### src/rtl/mmio_uart_tx.sv
// mmio_uart_tx
//   Memory-mapped 8N1 UART transmitter that sits on the core's data-memory bus.
//   Stores to TX_DATA_ADDR push Write_Data_i[7:0] into a small circular FIFO.
//   A four-state FSM (IDLE/START/DATA/STOP) pops bytes and shifts them out
//   LSB first on tx_o. Each bit lasts BAUD_DIV clock cycles.
//   Loads from STATUS_ADDR see a combinational status word.
//
// Ports
//   clk          system clock, rising edge
//   reset        asynchronous, active-low reset
//   Mem_Write_i  core store strobe
//   Mem_Read_i   core load strobe (only used to clear the overflow flag)
//   Address_i    ALU result address
//   Write_Data_i store data; only bits [7:0] are transmitted
//   Read_Data_o  status word when Address_i == STATUS_ADDR, else 0
//   Sel_o        1 when Address_i hits either register of this block
//   tx_o         serial output, idle high, registered
//   busy_o       1 while a frame is in flight or bytes are queued
module mmio_uart_tx #(
    parameter int unsigned BAUD_DIV     = 434,
    parameter int unsigned FIFO_DEPTH   = 8,
    parameter logic [31:0] TX_DATA_ADDR = 32'h1001_0024,
    parameter logic [31:0] STATUS_ADDR  = 32'h1001_0028
) (
    input  logic        clk,
    input  logic        reset,
    input  logic        Mem_Write_i,
    input  logic        Mem_Read_i,
    input  logic [31:0] Address_i,
    input  logic [31:0] Write_Data_i,
    output logic [31:0] Read_Data_o,
    output logic        Sel_o,
    output logic        tx_o,
    output logic        busy_o
);

    localparam int PW = (FIFO_DEPTH > 1) ? $clog2(FIFO_DEPTH) : 1;
    // The count must be able to hold FIFO_DEPTH itself.
    localparam int CW = $clog2(FIFO_DEPTH + 1);
    localparam logic [CW-1:0] DEPTH_C = CW'(FIFO_DEPTH);
    localparam logic [15:0]   RELOAD  = 16'(BAUD_DIV - 1);

    typedef enum logic [1:0] {IDLE, START, DATA, STOP} state_t;

    state_t         state_q, state_d;
    logic [15:0]    cnt_q, cnt_d;
    logic [2:0]     bit_idx_q, bit_idx_d;
    logic [7:0]     shift_q, shift_d;
    logic           tx_q, tx_d;
    logic [PW-1:0]  wr_ptr_q, wr_ptr_d;
    logic [PW-1:0]  rd_ptr_q, rd_ptr_d;
    logic [CW-1:0]  count_q, count_d;
    logic           ovf_q, ovf_d;

    logic [7:0]     mem [FIFO_DEPTH];

    logic           addr_tx, addr_st;
    logic           full, empty;
    logic           push_req, push, pop;

    // Only the low byte of the store data is transmitted.
    logic           unused_wdata;
    assign unused_wdata = ^Write_Data_i[31:8];

    assign addr_tx  = (Address_i == TX_DATA_ADDR);
    assign addr_st  = (Address_i == STATUS_ADDR);
    assign full     = (count_q == DEPTH_C);
    assign empty    = (count_q == '0);
    assign push_req = Mem_Write_i & addr_tx;
    // A full FIFO drops the byte even if a pop frees a slot on this edge.
    assign push     = push_req & ~full;
    assign pop      = (state_q == IDLE) & ~empty;

    assign Sel_o       = addr_tx | addr_st;
    assign busy_o      = (state_q != IDLE) | ~empty;
    assign tx_o        = tx_q;
    assign Read_Data_o = addr_st ? {23'b0, 5'(count_q), ovf_q, busy_o, empty, full}
                                 : 32'b0;

    // FIFO storage: no reset, written only on an accepted push.
    always_ff @(posedge clk) begin
        if (push) begin
            mem[wr_ptr_q] <= Write_Data_i[7:0];
        end
    end

    // FIFO pointers, occupancy and sticky overflow.
    always_comb begin
        wr_ptr_d = push ? wr_ptr_q + PW'(1) : wr_ptr_q;
        rd_ptr_d = pop  ? rd_ptr_q + PW'(1) : rd_ptr_q;
        count_d  = count_q;
        case ({push, pop})
            2'b10:   count_d = count_q + CW'(1);
            2'b01:   count_d = count_q - CW'(1);
            default: count_d = count_q;
        endcase
        ovf_d = ovf_q;
        if (Mem_Read_i && addr_st) begin
            ovf_d = 1'b0;
        end
        // Set is applied last so it wins over a clear on the same edge.
        if (push_req && full) begin
            ovf_d = 1'b1;
        end
    end

    // Transmit FSM next-state logic.
    always_comb begin
        state_d   = state_q;
        cnt_d     = cnt_q;
        bit_idx_d = bit_idx_q;
        shift_d   = shift_q;
        case (state_q)
            IDLE: begin
                if (pop) begin
                    shift_d = mem[rd_ptr_q];
                    cnt_d   = RELOAD;
                    state_d = START;
                end
            end
            START: begin
                if (cnt_q == 16'd0) begin
                    cnt_d     = RELOAD;
                    bit_idx_d = 3'd0;
                    state_d   = DATA;
                end else begin
                    cnt_d = cnt_q - 16'd1;
                end
            end
            DATA: begin
                if (cnt_q == 16'd0) begin
                    shift_d = {1'b0, shift_q[7:1]};
                    cnt_d   = RELOAD;
                    if (bit_idx_q == 3'd7) begin
                        state_d = STOP;
                    end else begin
                        bit_idx_d = bit_idx_q + 3'd1;
                    end
                end else begin
                    cnt_d = cnt_q - 16'd1;
                end
            end
            STOP: begin
                if (cnt_q == 16'd0) begin
                    state_d = IDLE;
                end else begin
                    cnt_d = cnt_q - 16'd1;
                end
            end
            default: state_d = IDLE;
        endcase
        // The line level is derived from the next state so that tx_o
        // comes straight from a flop and still tracks the FSM cycle-exactly.
        case (state_d)
            START:   tx_d = 1'b0;
            DATA:    tx_d = shift_d[0];
            default: tx_d = 1'b1;
        endcase
    end

    always_ff @(posedge clk or negedge reset) begin
        if (!reset) begin
            state_q   <= IDLE;
            cnt_q     <= 16'd0;
            bit_idx_q <= 3'd0;
            shift_q   <= 8'd0;
            tx_q      <= 1'b1;
            wr_ptr_q  <= '0;
            rd_ptr_q  <= '0;
            count_q   <= '0;
            ovf_q     <= 1'b0;
        end else begin
            state_q   <= state_d;
            cnt_q     <= cnt_d;
            bit_idx_q <= bit_idx_d;
            shift_q   <= shift_d;
            tx_q      <= tx_d;
            wr_ptr_q  <= wr_ptr_d;
            rd_ptr_q  <= rd_ptr_d;
            count_q   <= count_d;
            ovf_q     <= ovf_d;
        end
    end

endmodule

### config.mk
export PLATFORM = sky130hd
export DESIGN_NAME = mmio_uart_tx
export DESIGN_NICKNAME = d
export VERILOG_FILES = /design/src/rtl/mmio_uart_tx.sv
export SDC_FILE = /design/constraint.sdc
export NUM_CORES = 1
export LEC_CHECK = 0
export CAP_MARGIN = 10
export CORE_AREA = 4 4 161 101
export CTS_BUF_LIST = sky130_fd_sc_hd__clkbuf_8
export DETAILED_ROUTE_END_ITERATION = 6
export DIE_AREA = 0 0 165 105
export HOLD_SLACK_MARGIN = 0.05
export SKIP_CTS_REPAIR_TIMING = 1
export SYNTH_ARGS = -nofsm -noshare
export SYNTH_HDL_FRONTEND = slang
export SYNTH_SLANG_ARGS = --single-unit
### constraint.sdc
create_clock -name clk -period 2.5 [get_ports clk]
set_input_delay 0.25 -clock clk [delete_from_list [all_inputs] [get_ports clk]]
set_output_delay 0.25 -clock clk [all_outputs]
set_load 0.01 [all_outputs]
==> flow_summary.json, run 1 <==
{
  "path_cells": "clkdlybuf4s50_1, nor4_2, nand4_1, buf_4, nor2_2, nand4_1, buf_4, or2_2, nor3_1, buf_4",
  "core-area_sq_mm": 0.0149,
  "yosysWarnings": 0,
  "worst_path_max_delay_cell": "clkdlybuf4s50_1",
  "path_buf_inv": 4,
  "insertion_delay_ns": 0.37,
  "yosysTopAreaCellShare_pct": 37.8,
  "yosys.area.top_type": "edfxtp_1",
  "die_height_microns": 105,
  "post-dp-hpwl_microns": 8060,
  "fin_crit_ns": 2.43,
  "globalRouteOverflowTotal": 0,
  "grt_util_met2_pct": 20.3,
  "arrival_ns": 2.51,
  "outcome": "complete, no violations",
  "routabilityCongestion": 0.849,
  "yosys_register_bits": 105,
  "die_x_microns": 165,
  "cp_common_cell": "buf_4",
  "finalSetupViolations": 0,
  "maxSlewHeadroom_pct": 36.5,
  "syn_avg_cell_area_sq_um": 12.5,
  "grt_max_degree": 42,
  "slowest_delay_ns": 0.42,
  "synth.area.top_cells": "edfxtp_1 (38%), dfrtp_1 (20%), mux4_2 (7.1%)",
  "post_drt_wl_per_cell_microns": 15.7,
  "gr-max-usage-layer": "met2",
  "max_freq_mhz": 411,
  "crit_family": "simple AND/OR/NAND/NOR gates",
  "pin_count": 103,
  "rrSetupSlack_ns": 0.12,
  "path_class": "input port to register",
  "vias_per_cell": 4.91,
  "ys_types": 52,
  "via_count": 3481,
  "numCtsBuffers": 9,
  "p_leak_nw": 2.59,
  "finalClockSkew_ns": 0.0102,
  "p_per_area_mw_per_mm2": 515,
  "cp.required_ns": 2.57,
  "synth_edf_count": 64,
  "syn_to_final_growth_pct": 25.2,
  "dr.pass1.iters": 4,
  "h-tree-depth": 3,
  "synth_seq_area_share_pct": 58.0,
  "synth_flop_cell": "edfxtp_1",
  "syn_area_sq_mm": 0.00509,
  "r2r-start": "cnt_q[12]",
  "grtUsageTotal_pct": 13.0,
  "cts_sinks": 105,
  "timing.hold.ws_ns": 0.0140,
  "final_max_slew_viol_count": 0,
  "drive_gt1_share_pct": 21.5,
  "fin_crit_sh_pct": 97.4,
  "core.rowCount": 35,
  "tightest_slew_ns": 0.953,
  "drtIter0Drc": 250,
  "antenna_found_initial": 0,
  "drv_cap": 0,
  "n_antenna_cell": 0,
  "grt_pass1_vias": 3489,
  "antenna_left": 0,
  "routed_wl_microns": 11100,
  "grt_pass1_wl_microns": 17700,
  "final_cell_mix": "edfxtp_1 (64), clkdlybuf4s50_1 (45), buf_4 (43), dfrtp_1 (39), nor2_1 (36)",
  "root_buffer": "clkbuf_8",
  "hp-class": "input port to async pin",
  "end_kind": "register",
  "worst_setup_path_start_kind": "input port",
  "clkTransAtPathRegs_ns": 0.11,
  "ir_drop_mv": 0.227,
  "final_common_cell": "edfxtp_1",
  "synth_cells": 406,
  "hold_viol": 0,
  "tritoncts": "yes",
  "fin_util_pct": 42.6,
  "io_buffers": 54,
  "ff2ff_path_depth": 6,
  "nets": 581,
  "grt_use_met3_pct": 3.86,
  "start_util_pct": 34.1,
  "r2r-end": "cnt_q[9]",
  "path_max_fanout": 8,
  "die_area_sq_mm": 0.0173,
  "async_flop_share_pct": 39.0,
  "drc": 0,
  "clock_path_buffers": 2,
  "met1_usage_pct": 18.2
}
-- worst max-delay path by stage --
stage	depth (start not counted)	slack, ns	startpoint	to
final	10	0.07	Address_i[18]	mem[1][7]
after global routing	13	-0.03	Address_i[18]	count_q[3]
after CTS	8	-0.29	Address_i[18]	Read_Data_o[0]
after detailed placement	12	-0.31	Address_i[26]	count_q[2]
after global placement	12	-0.25	Address_i[26]	count_q[2]
after floorplan	13	0.08	state_q[0]	count_q[2]
-- kinds of logic (layout without fill, tap and decap cells) --
logic type / count (synthesis) / count (layout) / share of synthesized area [%]
AO/OA/AOI/OAI: 71 / 71 / 9.20
other: 1 / 24 / 0.0737
flip-flops: 105 / 105 / 58.0
XOR/XNOR: 9 / 9 / 1.55
buffers and inverters: 49 / 126 / 5.61
adder cells (fa/ha/maj): 12 / 12 / 2.95
AND/OR/NAND/NOR: 130 / 130 / 12.9
multiplexers: 29 / 29 / 9.74
-- flip-flops by register name (all words and copies together), names as in the netlist --
name / flops
bit_idx_q: 3
cnt_q: 16
count_q: 4
mem: 64
ovf_q: 1
rd_ptr_q: 3
shift_q: 8
state_q: 2
tx_o: 1
wr_ptr_q: 3
-- area by class of cell --
type | instances | area [sq um]
Multi-Input combinational cell | 275 | 2030
Sequential cell | 105 | 2950
Tap cell | 203 | 254
Timing Repair Buffer | 98 | 883
Clock buffer | 9 | 124
Clock inverter | 7 | 85.1
Inverter | 12 | 45.0
Fill cell | 1356 | 8570
-- metal layers --
metal	share of wire (%)	wire length (microns)
met5	0	0
met4	0.78	87
met3	7.5	832
met2	45	4970
met1	47	5230
-- cell usage after synthesis (all sizes together) (2+ instances only) --
cell type,number
nand3,3
or4,5
or2,2
mux4,16
nor2b,2
xnor2,4
mux2,4
or3,3
clkbuf,8
o211ai,2
nor3b,2
nor2,37
a31oi,12
dfrtp,40
xor2,5
and2,7
mux2i,9
a21oi,19
nand2,33
nand3b,2
nand4,5
o21a,2
a22o,4
nand2b,5
ha,12
o21ai,17
edfxtp,64
o22a,4
nor4b,4
o31ai,4
buf,29
nor4,6
inv,12
nor3,12
-- through the flow --
stage                     setup slack, ns  TNS (ns)  power, mW  instances  instance area [sq um]
final                              0.0651         0       3.28        709                   6370
after global routing              -0.0308    -0.172       3.43        709                   6370
after CTS                          -0.290     -2.22       3.31        704                   6230
after detailed placement           -0.312    -11.13       2.20        688                   6020
after global placement             -0.245     -9.14       2.19        688                   6020
after floorplan                    0.0770         0       2.08        429                   5180
-- power by group --
| part | internal [mW] | switching (mW) |
|---|---|---|
| Combinational | 0.145 | 0.155 |
| Sequential | 1.86 | 0.0130 |
| Clock | 0.488 | 0.616 |
(Power assumes the default switching activity.)
==> run 2: changes to the inputs <==
- clock period: 2.5 -> 2.9 ns (I/O delays scaled with it)
==> flow_summary.json, run 2 (synthesis gave the netlist of run 1 again) <==
{
  "r2r-end": "cnt_q[13]",
  "post_drt_wl_per_cell_microns": 15.4,
  "post-dp-hpwl_microns": 7900,
  "regMostFlops": "mem",
  "worst_setup_path_start_kind": "input port",
  "final_max_slew_viol_count": 0,
  "arrival_ns": 2.40,
  "stdcell_area_sq_mm": 0.00614,
  "via_count": 3405,
  "core.rowCount": 35,
  "p_per_area_mw_per_mm2": 449,
  "fillers": 1371,
  "tritoncts": "yes",
  "grt_max_degree": 42,
  "routabilityCongestion": 0.780,
  "dr.max_layer_used": "met4",
  "core-area_sq_mm": 0.0149,
  "finalClockSkew_ns": 0.00662,
  "p_leak_nw": 2.33,
  "multiInputGateArea_sq_mm": 0.00195,
  "fin_crit_sh_pct": 92.8,
  "dr.pass1.iters": 4,
  "regArea_sq_mm": 0.00295,
  "cts_sinks": 105,
  "drc": 0,
  "h-tree-depth": 3,
  "grt_pass1_wl_microns": 17300,
  "start_util_pct": 34.1,
  "numCtsBuffers": 9,
  "wl_met2_microns": 4640,
  "clock_path_buffers": 2,
  "insertion_delay_ns": 0.37,
  "final_cell_mix": "edfxtp_1 (64), clkdlybuf4s50_1 (53), dfrtp_1 (40), nor2_1 (37), nand2_1 (33)",
  "rsz0062_at_grt": "no",
  "r2r-start": "cnt_q[0]",
  "drv_cap": 0,
  "fin_crit_ns": 2.69,
  "cp.required_ns": 2.61,
  "hold_viol": 0,
  "antenna_found_initial": 0,
  "wl_met3_microns": 823,
  "ff2ff_path_depth": 8,
  "startpoint": "Address_i[1]",
  "die_area_sq_mm": 0.0173,
  "tightest_slew_ns": 0.923,
  "max_freq_mhz": 372,
  "dp.cells": 677,
  "die_height_microns": 105,
  "placed_area_sq_mm": 0.00593,
  "n_antenna_cell": 0,
  "die_x_microns": 165,
  "maxSlewHeadroom_pct": 38.4,
  "pin_count": 103,
  "end_kind": "output port",
  "largestRegisters": "mem x64, cnt_q x16, shift_q x8",
  "io_buffers": 54,
  "globalRouteOverflowTotal": 0,
  "drt-met1-wl_microns": 5100,
  "rrSetupSlack_ns": 0.26,
  "antenna_left": 0,
  "root_buffer": "clkbuf_8",
  "grt_pass1_vias": 3357,
  "routed_wl_microns": 10700,
  "hp-class": "input port to async pin",
  "drive_gt1_share_pct": 16.1,
  "drtIter0Drc": 192,
  "finalSetupViolations": 0,
  "path_max_fanout": 9,
  "ir_drop_mv": 0.185,
  "cp-endpoint": "Read_Data_o[6]",
  "nets": 565,
  "path_class": "input port to output port",
  "vias_per_cell": 4.91,
  "largest_reg_flops": 64,
  "syn_to_final_growth_pct": 20.7,
  "layout.cells.non_filler": 693,
  "clkTransAtPathRegs_ns": 0.10,
  "outcome": "complete, no violations",
  "final_common_cell": "edfxtp_1",
  "grtUsageTotal_pct": 12.8
}
## run 2: cell types whose count changed in the layout (fill, tap and decap cells not counted), sizes merged
cell	change
clkinvlp	+3
clkinv	+2
clkdlybuf4s50	+8
buf	-16
inv	-5
dlymetal6s2s	-8
## run 2: layer usage
layer,up-vias,GRT usage (%)
li1,1620,-
met1,1661,18.3
met2,114,18.9
met3,10,3.90
met4,0,3.38
met5,-,0
## run 2: worst min-delay path by stage
stage,endpoint,start,cells past startpoint
2_1_floorplan,bit_idx_q[0],reset,0
6_report,ovf_q,reset,1
3_5_place_dp,ovf_q,ovf_q,2
5_1_grt,ovf_q,reset,1
3_3_place_gp,shift_q[7],shift_q[7],2
4_1_cts,ovf_q,reset,1
## run 2: cell type report
cell class                      instances  share of cell area, %
Clock inverter                          7                   1.12
Multi-Input combinational cell        275                   31.8
Tap cell                              203                   4.14
Sequential cell                       105                   48.1
Inverter                               12                  0.734
Clock buffer                            9                   2.02
Timing Repair Buffer                   82                   12.2
## run 2: metrics by stage
step | setup slack [ns] | hold slack (ns) | TNS (ns) | total power, mW | utilization, %
final | 0.210 | 0.0475 | 0 | 2.76 | 41.1
after CTS | 0.0243 | 0.0663 | 0 | 2.79 | 41.0
after detailed placement | -0.153 | 0.480 | -2.12 | 1.89 | 39.7
after global routing | 0.00965 | 0.123 | 0 | 2.88 | 41.1
after floorplan | 0.161 | -0.00559 | 0 | 1.79 | -
after global placement | -0.0813 | 0.461 | -0.542 | 1.88 | 39.7
## run 2: power by group
group	total (mW)	internal, mW	switching [mW]	leakage, nW
combinational	0.247	0.116	0.131	1.09
clock	0.896	0.397	0.499	0.0916
sequential	1.61	1.60	0.0118	1.14
total	2.76	2.12	0.642	2.33
## run 2: critical path, cell delays in order
cell	delay, ns
clkdlybuf4s50_1	0.40
nor4b_1	0.33
nand4_1	0.21
nor4b_2	0.29
buf_4	0.19
and2_1	0.15
clkdlybuf4s50_1	0.53
==> run 3: changes to the inputs <==
- MAX_ROUTING_LAYER: not set -> met4
==> flow_summary.json, run 3 (synthesis gave the netlist of run 1 again) <==
{
  "outcome": "complete, no violations",
  "grt_pass1_wl_microns": 17300,
  "regMostFlops": "mem",
  "worst_path_max_delay_cell": "clkdlybuf4s50_1",
  "fin_crit_ns": 2.69,
  "numCtsBuffers": 9,
  "n_antenna_cell": 0,
  "drc": 0,
  "largest_reg_flops": 64,
  "path_max_fanout": 9,
  "die_height_microns": 105,
  "post-dp-hpwl_microns": 7900,
  "largestRegisters": "mem x64, cnt_q x16, shift_q x8",
  "hold_viol": 0,
  "timing.hold.ws_ns": 0.0481,
  "fin_crit_sh_pct": 92.8,
  "die_x_microns": 165,
  "worst_setup_path_start_kind": "input port",
  "die_area_sq_mm": 0.0173,
  "tightest_slew_ns": 0.923,
  "routabilityCongestion": 0.791,
  "via_count": 3407,
  "end_kind": "output port",
  "post_drt_wl_per_cell_microns": 15.4,
  "drtIter0Drc": 200,
  "nets": 565,
  "insertion_delay_ns": 0.37,
  "clock_path_buffers": 2,
  "grtUsageTotal_pct": 13.2,
  "start_util_pct": 34.1,
  "path_class": "input port to output port",
  "core.rowCount": 35,
  "grt_max_degree": 42,
  "root_buffer": "clkbuf_8",
  "drv_cap": 0,
  "final_max_slew_viol_count": 0,
  "ir_drop_mv": 0.185,
  "p_leak_nw": 2.33,
  "final_cell_mix": "edfxtp_1 (64), clkdlybuf4s50_1 (53), dfrtp_1 (40), nor2_1 (37), nand2_1 (33)",
  "cts_sinks": 105,
  "syn_to_final_growth_pct": 20.7,
  "arrival_ns": 2.40,
  "io_buffers": 54,
  "maxSlewHeadroom_pct": 38.5,
  "rsz0062_at_grt": "no",
  "final_common_cell": "edfxtp_1",
  "tritoncts": "yes",
  "max_freq_mhz": 372,
  "globalRouteOverflowTotal": 0,
  "p_per_area_mw_per_mm2": 449,
  "pin_count": 103,
  "drive_gt1_share_pct": 16.1,
  "antenna_found_initial": 0,
  "path_cells": "clkdlybuf4s50_1, nor4b_1, nand4_1, nor4b_2, buf_4, and2_1, clkdlybuf4s50_1",
  "finalSetupViolations": 0,
  "vias_per_cell": 4.92,
  "routed_wl_microns": 10700,
  "cp_common_cell": "clkdlybuf4s50_1",
  "dr.pass1.iters": 4,
  "cp.required_ns": 2.61,
  "finalClockSkew_ns": 0.00651,
  "clkTransAtPathRegs_ns": 0.10,
  "core-area_sq_mm": 0.0149,
  "antenna_left": 0,
  "total_power_mw": 2.76,
  "fillers": 1371,
  "h-tree-depth": 3,
  "slowest_delay_ns": 0.53,
  "grt_pass1_vias": 3354,
  "hp-class": "input port to async pin"
}
## run 3: cell counts in the layout (fill, tap and decap cells not counted)
Identical to the previous run, type by type.
## run 3: final timing paths
kind | start | end | slack (ns) | cells after the start
worst min-delay path | reset | ovf_q | 0.05 | 1
worst min register to register | ovf_q | ovf_q | 0.50 | 2
max in group asynchronous | reset | cnt_q[6] | 2.28 | 1
min in group clk | ovf_q | ovf_q | 0.50 | 2
worst max-delay path | Address_i[1] | Read_Data_o[6] | 0.21 | 7
worst max register to register | cnt_q[0] | cnt_q[13] | 0.26 | 8
## run 3: where the power goes
group / total [mW] / internal, mW / switching [mW]
clock: 0.895 / 0.397 / 0.498
combinational: 0.247 / 0.116 / 0.131
sequential: 1.61 / 1.60 / 0.0118
## run 3: routing by layer
layer,track usage (%),vias up,share of wire (%)
met2,18.8,126,44
met4,3.38,0,1.2
met3,3.90,10,9.4
li1,-,1619,-
met1,18.4,1652,46
met5,-,-,0
## run 3: layout make-up
| class | count | area, sq um | area share, % |
|---|---|---|---|
| multi-input combinational | 275 | 1950 | 31.8 |
| sequential | 105 | 2950 | 48.1 |
| tap | 203 | 254 | 4.14 |
| clock inverter | 7 | 68.8 | 1.12 |
| timing repair buffer | 82 | 746 | 12.2 |
| clock buffer | 9 | 124 | 2.02 |
| inverter | 12 | 45.0 | 0.734 |
## run 3: metrics by stage
step                      setup TNS (ns)  setup WS (ns)  util (%)  std cells  instance area, sq um
after global placement            -0.542        -0.0813      39.7        677                  5930
after detailed placement           -2.12         -0.153      39.7        677                  5930
after global routing                   0        0.00965      41.1        693                  6140
after CTS                              0         0.0243      41.0        693                  6120
after floorplan                        0          0.161         -        429                  5170
final                                  0          0.210      41.1        693                  6140
## run 3: critical path: cells and delay by family
| kind | cells | cell delay [ns] |
|---|---|---|
| buffers and inverters | 3 | 1.12 |
| and+or+nand+nor | 4 | 0.98 |
